## src/rtl/multi_cycle_ctrl_pkg.sv

```systemverilog
`default_nettype none
// ============================================================================
// Module   : multi_cycle_ctrl_pkg
// Purpose  : Shared definitions for the multi-cycle controller.
//            Contents:
//              - state encoding (state_t)
//              - opcode constants
//              - ALU-op constants
//              - control-vector struct (ctrl_t)
//            The JUMP state exists only when MULTI_CYCLE_CTRL_JUMP_EN is
//            defined.
// Revision : 1.0 - initial release
// ============================================================================
package multi_cycle_ctrl_pkg;

    typedef enum logic [3:0] {
        FETCH    = 4'd0,
        DECODE   = 4'd1,
        EXEC_R   = 4'd2,
        EXEC_I   = 4'd3,
        MEM_ADDR = 4'd4,
        MEM_RD   = 4'd5,
        MEM_WR   = 4'd6,
        WB_MEM   = 4'd7,
        WB_ALU   = 4'd8,
        BRANCH   = 4'd9,
`ifdef MULTI_CYCLE_CTRL_JUMP_EN
        JUMP     = 4'd10,
`endif
        ILLEGAL  = 4'd11
    } state_t;

    localparam logic [5:0] c_op_rtype = 6'b000000;
    localparam logic [5:0] c_op_addi  = 6'b001000;
    localparam logic [5:0] c_op_slti  = 6'b001010;
    localparam logic [5:0] c_op_lw    = 6'b100011;
    localparam logic [5:0] c_op_sw    = 6'b101011;
    localparam logic [5:0] c_op_beq   = 6'b000100;
    localparam logic [5:0] c_op_j     = 6'b000010;

    localparam int unsigned c_alu_add   = 0;
    localparam int unsigned c_alu_sub   = 1;
    localparam int unsigned c_alu_rtype = 2;
    localparam int unsigned c_alu_slt   = 3;

    typedef struct packed {
        logic reg_write;
        logic alu_src_2;
        logic reg_dst;
        logic branch;
        logic mem_read;
        logic mem_write;
        logic mem_to_reg;
        logic pc_write;
        logic ir_write;
        logic jump;
        logic illegal;
    } ctrl_t;

endpackage
`default_nettype wire

```

## src/rtl/multi_cycle_ctrl_if.sv

```systemverilog
`default_nettype none
// ============================================================================
// Module   : multi_cycle_ctrl_if
// Purpose  : Bundle of the controller's instruction/memory inputs and its
//            control outputs.
//            Modports:
//              - master : the datapath side; drives instr_op_i, mem_ready_i
//              - slave  : the controller side; drives the control outputs
//                         and state_o
// Revision : 1.0 - initial release
// ============================================================================
interface multi_cycle_ctrl_if #(
    parameter int OP_W     = 6,
    parameter int ALU_OP_W = 3
);
    logic [OP_W-1:0]     instr_op_i;
    logic                mem_ready_i;
    logic                RegWrite_o;
    logic                ALUSrc_2_o;
    logic                RegDst_o;
    logic                Branch_o;
    logic                MemRead_o;
    logic                MemWrite_o;
    logic                MemtoReg_o;
    logic                PCWrite_o;
    logic                IRWrite_o;
    logic                Jump_o;
    logic                illegal_o;
    logic [ALU_OP_W-1:0] ALU_op_o;
    logic [3:0]          state_o;

    modport master (
        output instr_op_i, mem_ready_i,
        input  RegWrite_o, ALUSrc_2_o, RegDst_o, Branch_o, MemRead_o,
               MemWrite_o, MemtoReg_o, PCWrite_o, IRWrite_o, Jump_o,
               illegal_o, ALU_op_o, state_o
    );

    modport slave (
        input  instr_op_i, mem_ready_i,
        output RegWrite_o, ALUSrc_2_o, RegDst_o, Branch_o, MemRead_o,
               MemWrite_o, MemtoReg_o, PCWrite_o, IRWrite_o, Jump_o,
               illegal_o, ALU_op_o, state_o
    );
endinterface
`default_nettype wire

```

## src/rtl/multi_cycle_ctrl_ctrl_out_decode.sv

```systemverilog
`default_nettype none
// ============================================================================
// Module   : ctrl_out_decode
// Purpose  : Combinational decode of current state (plus latched opcode and
//            the memory handshake) into the control vector and ALU-op code.
// Ports    : state     in   current FSM state
//            op        in   opcode latched in DECODE
//            mem_ready in   memory handshake (qualifies FETCH IR/PC write)
//            ctrl      out  control flags
//            alu_op    out  ALU-op code (ADD unless a state names another)
// Config   : MULTI_CYCLE_CTRL_JUMP_EN enables the JUMP state decode.
// Revision : 1.0 - initial release
// ============================================================================
module ctrl_out_decode
    import multi_cycle_ctrl_pkg::*;
#(
    parameter int OP_W     = 6,
    parameter int ALU_OP_W = 3
) (
    input  state_t              state,
    input  logic [OP_W-1:0]     op,
    input  logic                mem_ready,
    output ctrl_t               ctrl,
    output logic [ALU_OP_W-1:0] alu_op
);

    always_comb begin
        ctrl   = '0;
        alu_op = ALU_OP_W'(c_alu_add);
        case (state)
            FETCH: begin
                ctrl.mem_read = 1'b1;
                // Instruction is captured only in the cycle memory answers.
                ctrl.ir_write = mem_ready;
                ctrl.pc_write = mem_ready;
            end
            EXEC_R: begin
                alu_op = ALU_OP_W'(c_alu_rtype);
            end
            EXEC_I: begin
                ctrl.alu_src_2 = 1'b1;
                alu_op = (op == OP_W'(c_op_slti)) ? ALU_OP_W'(c_alu_slt)
                                                  : ALU_OP_W'(c_alu_add);
            end
            WB_ALU: begin
                ctrl.reg_write = 1'b1;
                ctrl.reg_dst   = (op == OP_W'(c_op_rtype));
            end
            MEM_ADDR: begin
                ctrl.alu_src_2 = 1'b1;
            end
            MEM_RD: begin
                ctrl.mem_read = 1'b1;
            end
            MEM_WR: begin
                ctrl.mem_write = 1'b1;
            end
            WB_MEM: begin
                ctrl.reg_write  = 1'b1;
                ctrl.mem_to_reg = 1'b1;
            end
            BRANCH: begin
                ctrl.branch = 1'b1;
                alu_op      = ALU_OP_W'(c_alu_sub);
            end
`ifdef MULTI_CYCLE_CTRL_JUMP_EN
            JUMP: begin
                ctrl.jump     = 1'b1;
                ctrl.pc_write = 1'b1;
            end
`endif
            ILLEGAL: begin
                ctrl.illegal = 1'b1;
            end
            default: begin
                ctrl   = '0;
                alu_op = ALU_OP_W'(c_alu_add);
            end
        endcase
    end

endmodule
`default_nettype wire

```

## src/rtl/multi_cycle_ctrl.sv

```systemverilog
`default_nettype none
// ============================================================================
// Module   : multi_cycle_ctrl
// Purpose  : Multi-cycle processor control FSM. Holds the state register and
//            the opcode latched in DECODE; control outputs are decoded from
//            state by ctrl_out_decode.
// Ports    : clk_i  in  clock, rising edge
//            rst_i  in  asynchronous active-low reset
//            bus    slave modport of multi_cycle_ctrl_if (opcode, memory
//                   handshake, control outputs, state_o)
// Config   : MULTI_CYCLE_CTRL_JUMP_EN - opcode 000010 takes the JUMP path;
//            when undefined it is treated as illegal and Jump_o is tied 0.
// Revision : 1.0 - initial release
// ============================================================================
module multi_cycle_ctrl
    import multi_cycle_ctrl_pkg::*;
#(
    parameter int OP_W     = 6,
    parameter int ALU_OP_W = 3
) (
    input  logic                clk_i,
    input  logic                rst_i,
    multi_cycle_ctrl_if.slave   bus
);

    state_t              r_state;
    logic [OP_W-1:0]     r_op;
    ctrl_t               w_dec;
    logic [ALU_OP_W-1:0] w_alu;

    always_ff @(posedge clk_i or negedge rst_i) begin
        if (!rst_i) begin
            r_state <= FETCH;
            r_op    <= '0;
        end else begin
            case (r_state)
                FETCH: begin
                    if (bus.mem_ready_i) r_state <= DECODE;
                end
                DECODE: begin
                    // Later states look only at r_op, so the IR input may
                    // change freely once DECODE has passed.
                    r_op <= bus.instr_op_i;
                    if (bus.instr_op_i == OP_W'(c_op_rtype))
                        r_state <= EXEC_R;
                    else if (bus.instr_op_i == OP_W'(c_op_addi) ||
                             bus.instr_op_i == OP_W'(c_op_slti))
                        r_state <= EXEC_I;
                    else if (bus.instr_op_i == OP_W'(c_op_lw) ||
                             bus.instr_op_i == OP_W'(c_op_sw))
                        r_state <= MEM_ADDR;
                    else if (bus.instr_op_i == OP_W'(c_op_beq))
                        r_state <= BRANCH;
`ifdef MULTI_CYCLE_CTRL_JUMP_EN
                    else if (bus.instr_op_i == OP_W'(c_op_j))
                        r_state <= JUMP;
`endif
                    else
                        r_state <= ILLEGAL;
                end
                EXEC_R, EXEC_I: r_state <= WB_ALU;
                MEM_ADDR: begin
                    r_state <= (r_op == OP_W'(c_op_lw)) ? MEM_RD : MEM_WR;
                end
                MEM_RD: begin
                    if (bus.mem_ready_i) r_state <= WB_MEM;
                end
                MEM_WR: begin
                    if (bus.mem_ready_i) r_state <= FETCH;
                end
                default: r_state <= FETCH;
            endcase
        end
    end

    ctrl_out_decode #(
        .OP_W     (OP_W),
        .ALU_OP_W (ALU_OP_W)
    ) u_ctrl_out_decode (
        .state     (r_state),
        .op        (r_op),
        .mem_ready (bus.mem_ready_i),
        .ctrl      (w_dec),
        .alu_op    (w_alu)
    );

    // Outputs are gated by reset so that asserting rst_i silences every
    // control line at once, even though FETCH itself drives MemRead.
    assign bus.RegWrite_o = rst_i & w_dec.reg_write;
    assign bus.ALUSrc_2_o = rst_i & w_dec.alu_src_2;
    assign bus.RegDst_o   = rst_i & w_dec.reg_dst;
    assign bus.Branch_o   = rst_i & w_dec.branch;
    assign bus.MemRead_o  = rst_i & w_dec.mem_read;
    assign bus.MemWrite_o = rst_i & w_dec.mem_write;
    assign bus.MemtoReg_o = rst_i & w_dec.mem_to_reg;
    assign bus.PCWrite_o  = rst_i & w_dec.pc_write;
    assign bus.IRWrite_o  = rst_i & w_dec.ir_write;
    assign bus.illegal_o  = rst_i & w_dec.illegal;
`ifdef MULTI_CYCLE_CTRL_JUMP_EN
    assign bus.Jump_o     = rst_i & w_dec.jump;
`else
    assign bus.Jump_o     = 1'b0;
`endif
    assign bus.ALU_op_o   = rst_i ? w_alu : '0;
    assign bus.state_o    = r_state;

endmodule
`default_nettype wire
```

## src/flat_wrapper.sv

```systemverilog
// flat-port wrapper written by rule: the top's interface ports become plain ports
module multi_cycle_ctrl_flat import multi_cycle_ctrl_pkg::*;
#(
    parameter int OP_W     = 6,
    parameter int ALU_OP_W = 3
)
  (clk_i, rst_i, bus_instr_op_i, bus_mem_ready_i, bus_RegWrite_o, bus_ALUSrc_2_o, bus_RegDst_o, bus_Branch_o, bus_MemRead_o, bus_MemWrite_o, bus_MemtoReg_o, bus_PCWrite_o, bus_IRWrite_o, bus_Jump_o, bus_illegal_o, bus_ALU_op_o, bus_state_o);
  multi_cycle_ctrl_if #(.OP_W(OP_W), .ALU_OP_W(ALU_OP_W)) bus_i ();
  input  logic clk_i;
  input  logic rst_i;
  input wire logic [$bits(bus_i.instr_op_i)-1:0] bus_instr_op_i;
  input wire logic [$bits(bus_i.mem_ready_i)-1:0] bus_mem_ready_i;
  output wire logic [$bits(bus_i.RegWrite_o)-1:0] bus_RegWrite_o;
  output wire logic [$bits(bus_i.ALUSrc_2_o)-1:0] bus_ALUSrc_2_o;
  output wire logic [$bits(bus_i.RegDst_o)-1:0] bus_RegDst_o;
  output wire logic [$bits(bus_i.Branch_o)-1:0] bus_Branch_o;
  output wire logic [$bits(bus_i.MemRead_o)-1:0] bus_MemRead_o;
  output wire logic [$bits(bus_i.MemWrite_o)-1:0] bus_MemWrite_o;
  output wire logic [$bits(bus_i.MemtoReg_o)-1:0] bus_MemtoReg_o;
  output wire logic [$bits(bus_i.PCWrite_o)-1:0] bus_PCWrite_o;
  output wire logic [$bits(bus_i.IRWrite_o)-1:0] bus_IRWrite_o;
  output wire logic [$bits(bus_i.Jump_o)-1:0] bus_Jump_o;
  output wire logic [$bits(bus_i.illegal_o)-1:0] bus_illegal_o;
  output wire logic [$bits(bus_i.ALU_op_o)-1:0] bus_ALU_op_o;
  output wire logic [$bits(bus_i.state_o)-1:0] bus_state_o;
  assign bus_i.instr_op_i = bus_instr_op_i;
  assign bus_i.mem_ready_i = bus_mem_ready_i;
  assign bus_RegWrite_o = bus_i.RegWrite_o;
  assign bus_ALUSrc_2_o = bus_i.ALUSrc_2_o;
  assign bus_RegDst_o = bus_i.RegDst_o;
  assign bus_Branch_o = bus_i.Branch_o;
  assign bus_MemRead_o = bus_i.MemRead_o;
  assign bus_MemWrite_o = bus_i.MemWrite_o;
  assign bus_MemtoReg_o = bus_i.MemtoReg_o;
  assign bus_PCWrite_o = bus_i.PCWrite_o;
  assign bus_IRWrite_o = bus_i.IRWrite_o;
  assign bus_Jump_o = bus_i.Jump_o;
  assign bus_illegal_o = bus_i.illegal_o;
  assign bus_ALU_op_o = bus_i.ALU_op_o;
  assign bus_state_o = bus_i.state_o;
  multi_cycle_ctrl #(.OP_W(OP_W), .ALU_OP_W(ALU_OP_W)) u_core (.clk_i(clk_i), .rst_i(rst_i), .bus(bus_i));
endmodule
```

## config.mk

```make
export PLATFORM = sky130hd
export DESIGN_NAME = multi_cycle_ctrl_flat
export DESIGN_NICKNAME = d
export VERILOG_FILES = /design/src/rtl/multi_cycle_ctrl_pkg.sv /design/src/rtl/multi_cycle_ctrl_if.sv /design/src/rtl/multi_cycle_ctrl_ctrl_out_decode.sv /design/src/rtl/multi_cycle_ctrl.sv /design/src/flat_wrapper.sv
export SDC_FILE = /design/constraint.sdc
export NUM_CORES = 1
export LEC_CHECK = 0
export ABC_AREA = 1
export BUFFER_PORTS_ARGS = -buffer_cell sky130_fd_sc_hd__buf_4
export CAP_MARGIN = 20
export CORE_MARGIN = 1
export CORE_UTILIZATION = 52
export DETAILED_ROUTE_END_ITERATION = 8
export PLACE_DENSITY = 0.83
export SETUP_SLACK_MARGIN = 0.05
export SLEW_MARGIN = 20
export SYNTH_ARGS = -nofsm -noshare
export SYNTH_HDL_FRONTEND = slang
export SYNTH_SLANG_ARGS = --single-unit
```

## constraint.sdc

```tcl
create_clock -name clk_i -period 3.02 [get_ports clk_i]
set_input_delay 0.302 -clock clk_i [delete_from_list [all_inputs] [get_ports clk_i]]
set_output_delay 0.302 -clock clk_i [all_outputs]
set_load 0.02 [all_outputs]
```

=== Yosys cells after proc, flatten, opt, wreduce, memory -nomap -nowiden ===
Index checks and enable logic that the tools add are counted.

* Equality and inequality tests: 20
* Muxes and demuxes: 21
* Bitwise operators: 10
* Reductions and logical operators: 10

{| class="wikitable"
|+ Operator list
! kind !! number
|-
| 4-bit 2-to-1 mux || 6
|-
| 4-bit case mux with 6 select lines || 1
|-
| 6-bit by 4-bit == test with 1-bit output (second input constant) || 3
|-
| 6-bit == test (second input constant) || 3
|-
| 4-bit by 3-bit == test with 1-bit output (second input constant) || 4
|-
| 4-bit == test (second input constant) || 3
|-
| 6-bit logical NOT || 2
|-
| 1-bit bitwise AND || 10
|-
| 2-bit 2-to-1 mux || 5
|-
| 4-bit by 2-bit == test with 1-bit output (second input constant) || 2
|-
| 1-bit 2-to-1 mux || 8
|-
| 2-bit OR reduction || 4
|-
| 6-bit by 3-bit == test with 1-bit output (second input constant) || 1
|-
| 2-bit inequality test (second input constant) || 3
|-
| 2-bit case mux with 3 select lines || 1
|-
| 4-bit by 1-bit == test with 1-bit output (second input constant) || 1
|-
| 4-bit logical NOT || 1
|-
| 3-bit AND reduction || 1
|-
| 1-bit logical OR || 2
|}

* Register bits: 10
* Input bits: 9

=== Depth between registers and ports, before layout ===
* Depth in word-level cells: 6
* Mapped depth: 8

=== By module ===
A second synthesis with hierarchy kept.

* Cells, all modules: 156
* Area total of the unflattened synthesis: 878.3 µm²

{| class="wikitable"
|+ By module, submodules not included
! module !! instances !! cells an instance !! area each (µm²) !! sequential area each (µm²)
|-
| multi_cycle_ctrl || 1 || 115 || 688.2 || 250.2
|-
| ctrl_out_decode || 1 || 41 || 190.2 || 0.0
|}

=== Least setup slack after synthesis ===
No wires, ideal clock.

* Path type: flip-flop to output port
* Start point: register u_core.r_state[2] (netlist: u_core.bus.state_o[2])
* End point: output port bus_PCWrite_o
* Data arrival time: 1.701 ns
* Required time: 2.718 ns
* Path slack: 1.017 ns
* Stages on the path, launching flop included: 5
* Buffers on the path: 1
* Cells stage by stage: dfrtp_1 > inv_2 > nand2_4 > nor4_1 > buf_4

* Word-level cells in the longest chain between the ends: 3

{| class="wikitable"
|+ RTL lines
! item !! line !! RTL
|-
| from (decl) || multi_cycle_ctrl.sv:26 || <nowiki>state_t r_state;</nowiki>
|-
| from (signal assigned) || multi_cycle_ctrl.sv:63 || <nowiki>r_state <= (r_op == OP_W'(c_op_lw)) ? MEM_RD : MEM_WR;</nowiki>
|-
| 4-bit logical NOT || multi_cycle_ctrl_ctrl_out_decode.sv:30 || <nowiki>case (state)</nowiki>
|-
| 2-bit 2-to-1 mux || multi_cycle_ctrl_ctrl_out_decode.sv:30 ||
|-
| 1-bit bitwise AND || multi_cycle_ctrl.sv:96 || <nowiki>assign bus.PCWrite_o = rst_i & w_dec.pc_write;</nowiki>
|-
| to (decl) || flat_wrapper.sv:20 || <nowiki>output wire logic [$bits(bus_i.PCWrite_o)-1:0] bus_PCWrite_o;</nowiki>
|}

Every way passes these cells.

=== Final worst setup path ===
* Start point: input port rst_i
* End point: output port bus_PCWrite_o

* Word-level cells in the longest chain between the ends: 1

{| class="wikitable"
|+ RTL lines
! item !! line !! RTL
|-
| from (decl) || flat_wrapper.sv:10 || <nowiki>input logic rst_i;</nowiki>
|-
| 1-bit bitwise AND || multi_cycle_ctrl.sv:96 ||
|}

Every way passes these cells.

==> impl.org <==
** Cells and area
- Number of nets in the layout :: 154
- Number of inserted diodes :: 0
- From synthesis to final layout, the design area changed by 28.0%.
- Of the cells placed in the final design, the portion with a size suffix greater than 1 is 0.292.

** CTS
- Number of buffers on the longest clock path :: 2
- Clock sinks :: 10
- The later pin in the worst-skew pair is clocked with a latency of 0.27 ns.
- Clock transition at the registers of the reported paths :: 0.06 ns
- Clock tree synthesis inserted a total of 3 buffers.
- Clock root buffer master :: clkbuf_4
- Count of H-tree levels built during CTS :: 1
- TritonCTS built the clock tree.

** Critical path
- Crit path largest cell delay :: 0.53 ns
- The worst register-to-register path has a setup slack of 1.68 ns.
- Ordered cell list for the critical path :: dlygate4sd3_1, buf_4, inv_1, nor4_1, buf_4
- Together, buffers and inverters on the worst path number 4.
- The most critical setup path has its startpoint at rst_i.
- Along the worst path, the maximum fanout reaches 14.
- Among the stages of the critical path, the cell type that occurs most often is buf_4.
- Type of element capturing the critical path :: output port
- RR Startpoint :: u_core.bus.state_o[1]
- Family with the most delay on the worst path :: buffers and inverters
- The worst register-to-register path has a depth of 7.
- STA puts the critical path data arrival time at roughly 1.8 ns.
- Type of element launching the critical path :: primary input
- Counting buffers and inverters, the worst setup path is 5 cells deep.
- Destination of the critical timing path :: bus_PCWrite_o
- The worst setup path is of the in -> out kind.
- STA puts the critical path data required time at 2.72 ns.
- Master of the slowest instance on the critical path :: dlygate4sd3_1
- The endpoint identified for the worst register-to-register timing path is u_core.bus.state_o[0].

** Yosys
- For this run, the register share of the synthesized area comes to 0.325.
- The Yosys step of the flow raised 0 warnings.
- Each instance of the synthesized netlist takes up on average ~6.5 um2.
- In this run, synthesis produced a sequential element count of 10.
- Synthesis produced a netlist whose cell count is around 120.
- The number of different library cells used by synthesis comes to 21.
- The cell area that synthesis handed to floorplanning was roughly 770 um2.

** Global routing
- Remaining global-route overflow :: 0
- Across every metal layer, demand over resource in global routing totals 0.255.
- First-pass GRT wire length :: 2740 um
- Entering global routing, the biggest net connects 15 pins.
- Via count of the first global-routing pass :: 691
- Antenna violations before repair :: 0

** STA
- Setup repair after global routing left no endpoint under its margin.
- On the final layout, the worst clock skew is 0.00477 ns.
- Fin. max-slew vios :: 0
- Final setup violation count :: 0
- Max Freq :: 477 MHz
- After routing, the total negative slack on setup checks comes to 0 ns.
- Final Cycle Share :: 0.694
- The final hold violation count came to 0.
- Final critical path time including I/O delays and setup :: 2.09 ns

** Place
- Final HPWL from detailed placement :: 1480 um
- The congestion estimate from routability-driven global placement came to 0.817.
- Number of buffer cells added on primary ports :: 24

** Floorplan
- Total Die Area :: around 1600 um2
- Io pins :: 27
- Count of standard-cell rows :: 13
- Height of the die :: 40.5 um
- Core region area :: between 1000 and 1500 um2
- Initial standard-cell utilization of the core :: 0.577
- In this run the horizontal extent of the chip is about 40 um.

** Pwr
- Summed over all cells, the static leakage comes to around 0.53 nW.
- P per Cell Area :: 855 nW/um2
- Max rail drop VDD :: just under 0.5 mV
- Cell internal power was estimated by the tool at 0.429 mW.
- For this design the total switching power over the nets is 0.413 mW.
- Part of the power in the clock network :: 0.143
- Of the total power, the share spent switching nets is 0.490.
- The share of total power dissipated in sequential elements is 0.295.
- Of the total power, combinational logic draws 0.561.
- Overall power consumption :: 0.842 mW

** Routing
- After detailed routing, the number of vias per cell comes to about 5.3.
- Vias after detailed routing :: roughly 850
- Initial drt markers :: 34
- The detail route stage leaves a number of antenna-violating nets equal to 0.
- After detailed routing, the average wire length per cell comes to 11.8 um.
- For this block, the routed nets add up to 1880 um of wire.
- DR DRC count :: 0
- Before antenna repair, the detailed router went through 4 iterations.

** Hold path
- Hold/Removal Path Class :: in -> reg
- Count of cells along the worst hold path :: 3

** Job
- Maximum capacitance violations :: 0

** Status
- Status :: complete, no violations
==> layout make-up <==
class / instances / area [um2]
fill: 110 / 349
timing repair buffer: 25 / 190
inverter: 21 / 78.8
sequential: 10 / 250
tap: 15 / 18.8
multi-input combinational: 84 / 410
clock buffer: 4 / 36.3
==> synthesized netlist by cell type <==
cell	instances	area share
a21oi_1	2	0.013
buf_6	1	0.015
nand3_1	11	0.072
nand2_2	5	0.041
nand4_1	3	0.024
nand2_1	27	0.13
conb_1	1	0.0049
o21ai_1	5	0.033
nor3_2	1	0.013
dfrtp_1	10	0.33
o31ai_1	1	0.0098
buf_4	3	0.029
nor2_1	16	0.078
nor3_1	2	0.013
o22ai_1	1	0.0081
nor4_1	2	0.016
o21ai_0	2	0.013
nor2_4	3	0.044
inv_2	4	0.020
nand2_4	1	0.015
inv_1	17	0.083
==> how the worst min path moves through the flow <==
stage | start | to
2_1_floorplan | rst_i | u_core.bus.state_o[0]
3_3_place_gp | rst_i | u_core.r_op[5]
3_5_place_dp | rst_i | u_core.r_op[3]
4_1_cts | bus_instr_op_i[4] | u_core.r_op[4]
5_1_grt | bus_instr_op_i[4] | u_core.r_op[4]
6_report | bus_instr_op_i[4] | u_core.r_op[4]
==> metal layers <==
layer / up-vias / part of all wire / GRT usage
met5: - / 0 / 0
met1: 390 / 0.44 / 0.317
met2: 35 / 0.49 / 0.440
li1: 420 / - / -
met4: 0 / 0.0069 / 0.125
met3: 2 / 0.059 / 0.0167
==> tightest hold or removal path: cells and delay by family <==
| family | cells | cell delay [ns] |
|---|---|---|
| and+or+nand+nor | 2 | 0.10 |
| buffers and inverters | 1 | 0.09 |
==> repair_timing <==
item / CTS / global route
gates resized for setup: 0 / 0
hold endpoints to repair: 10 / 0
setup endpoints to repair: 0 / 0
hold buffers: 1 / 0
setup buffers: 0 / 0
==> state kept, by name (all words and copies together) (netlist names) <==
name	count
u_core.r_op	6
u_core.bus.state_o	4
==> power by group through the flow <==
stage / combinational, mW / sequential [mW] / clock (mW)
after floorplan: 0.330 / 0.258 / 0
after global placement: 0.456 / 0.246 / 0
after detailed placement: 0.468 / 0.248 / 0
after CTS: 0.470 / 0.246 / 0.123
after global routing: 0.530 / 0.255 / 0.126
final: 0.473 / 0.249 / 0.121
==> cell usage in the layout (no fill, tap or decap), drive strengths merged, types with 3 or more instances in the layout <==
| cell | count |
|---|---|
| nand3 | 11 |
| nor2 | 19 |
| inv | 21 |
| nand2 | 33 |
| clkbuf | 4 |
| nand4 | 3 |
| dfrtp | 10 |
| o21ai | 7 |
| buf | 24 |
| nor3 | 3 |
==> metrics by stage <==
| stage | hold WS (ns) | instance area (um2) | setup slack [ns] | instances | utilization |
|---|---|---|---|---|---|
| 2_1_floorplan | 0.00641 | 773 | 1.02 | 119 | - |
| 3_3_place_gp | 0.144 | 938 | 1.52 | 154 | 0.704 |
| 3_5_place_dp | 0.147 | 938 | 1.49 | 154 | 0.704 |
| 4_1_cts | 0.251 | 985 | 0.941 | 159 | 0.738 |
| 5_1_grt | 0.276 | 985 | 0.830 | 159 | 0.738 |
| 6_report | 0.260 | 985 | 0.925 | 159 | 0.738 |
==> cells by family after synthesis <==
kind of cell / count (synthesis) / share of synthesized area
compound gates: 11 / 0.0764
simple gates: 71 / 0.447
other cells: 1 / 0.00487
buf+inv: 25 / 0.146
flops: 10 / 0.325
(Power assumes the default switching activity.)
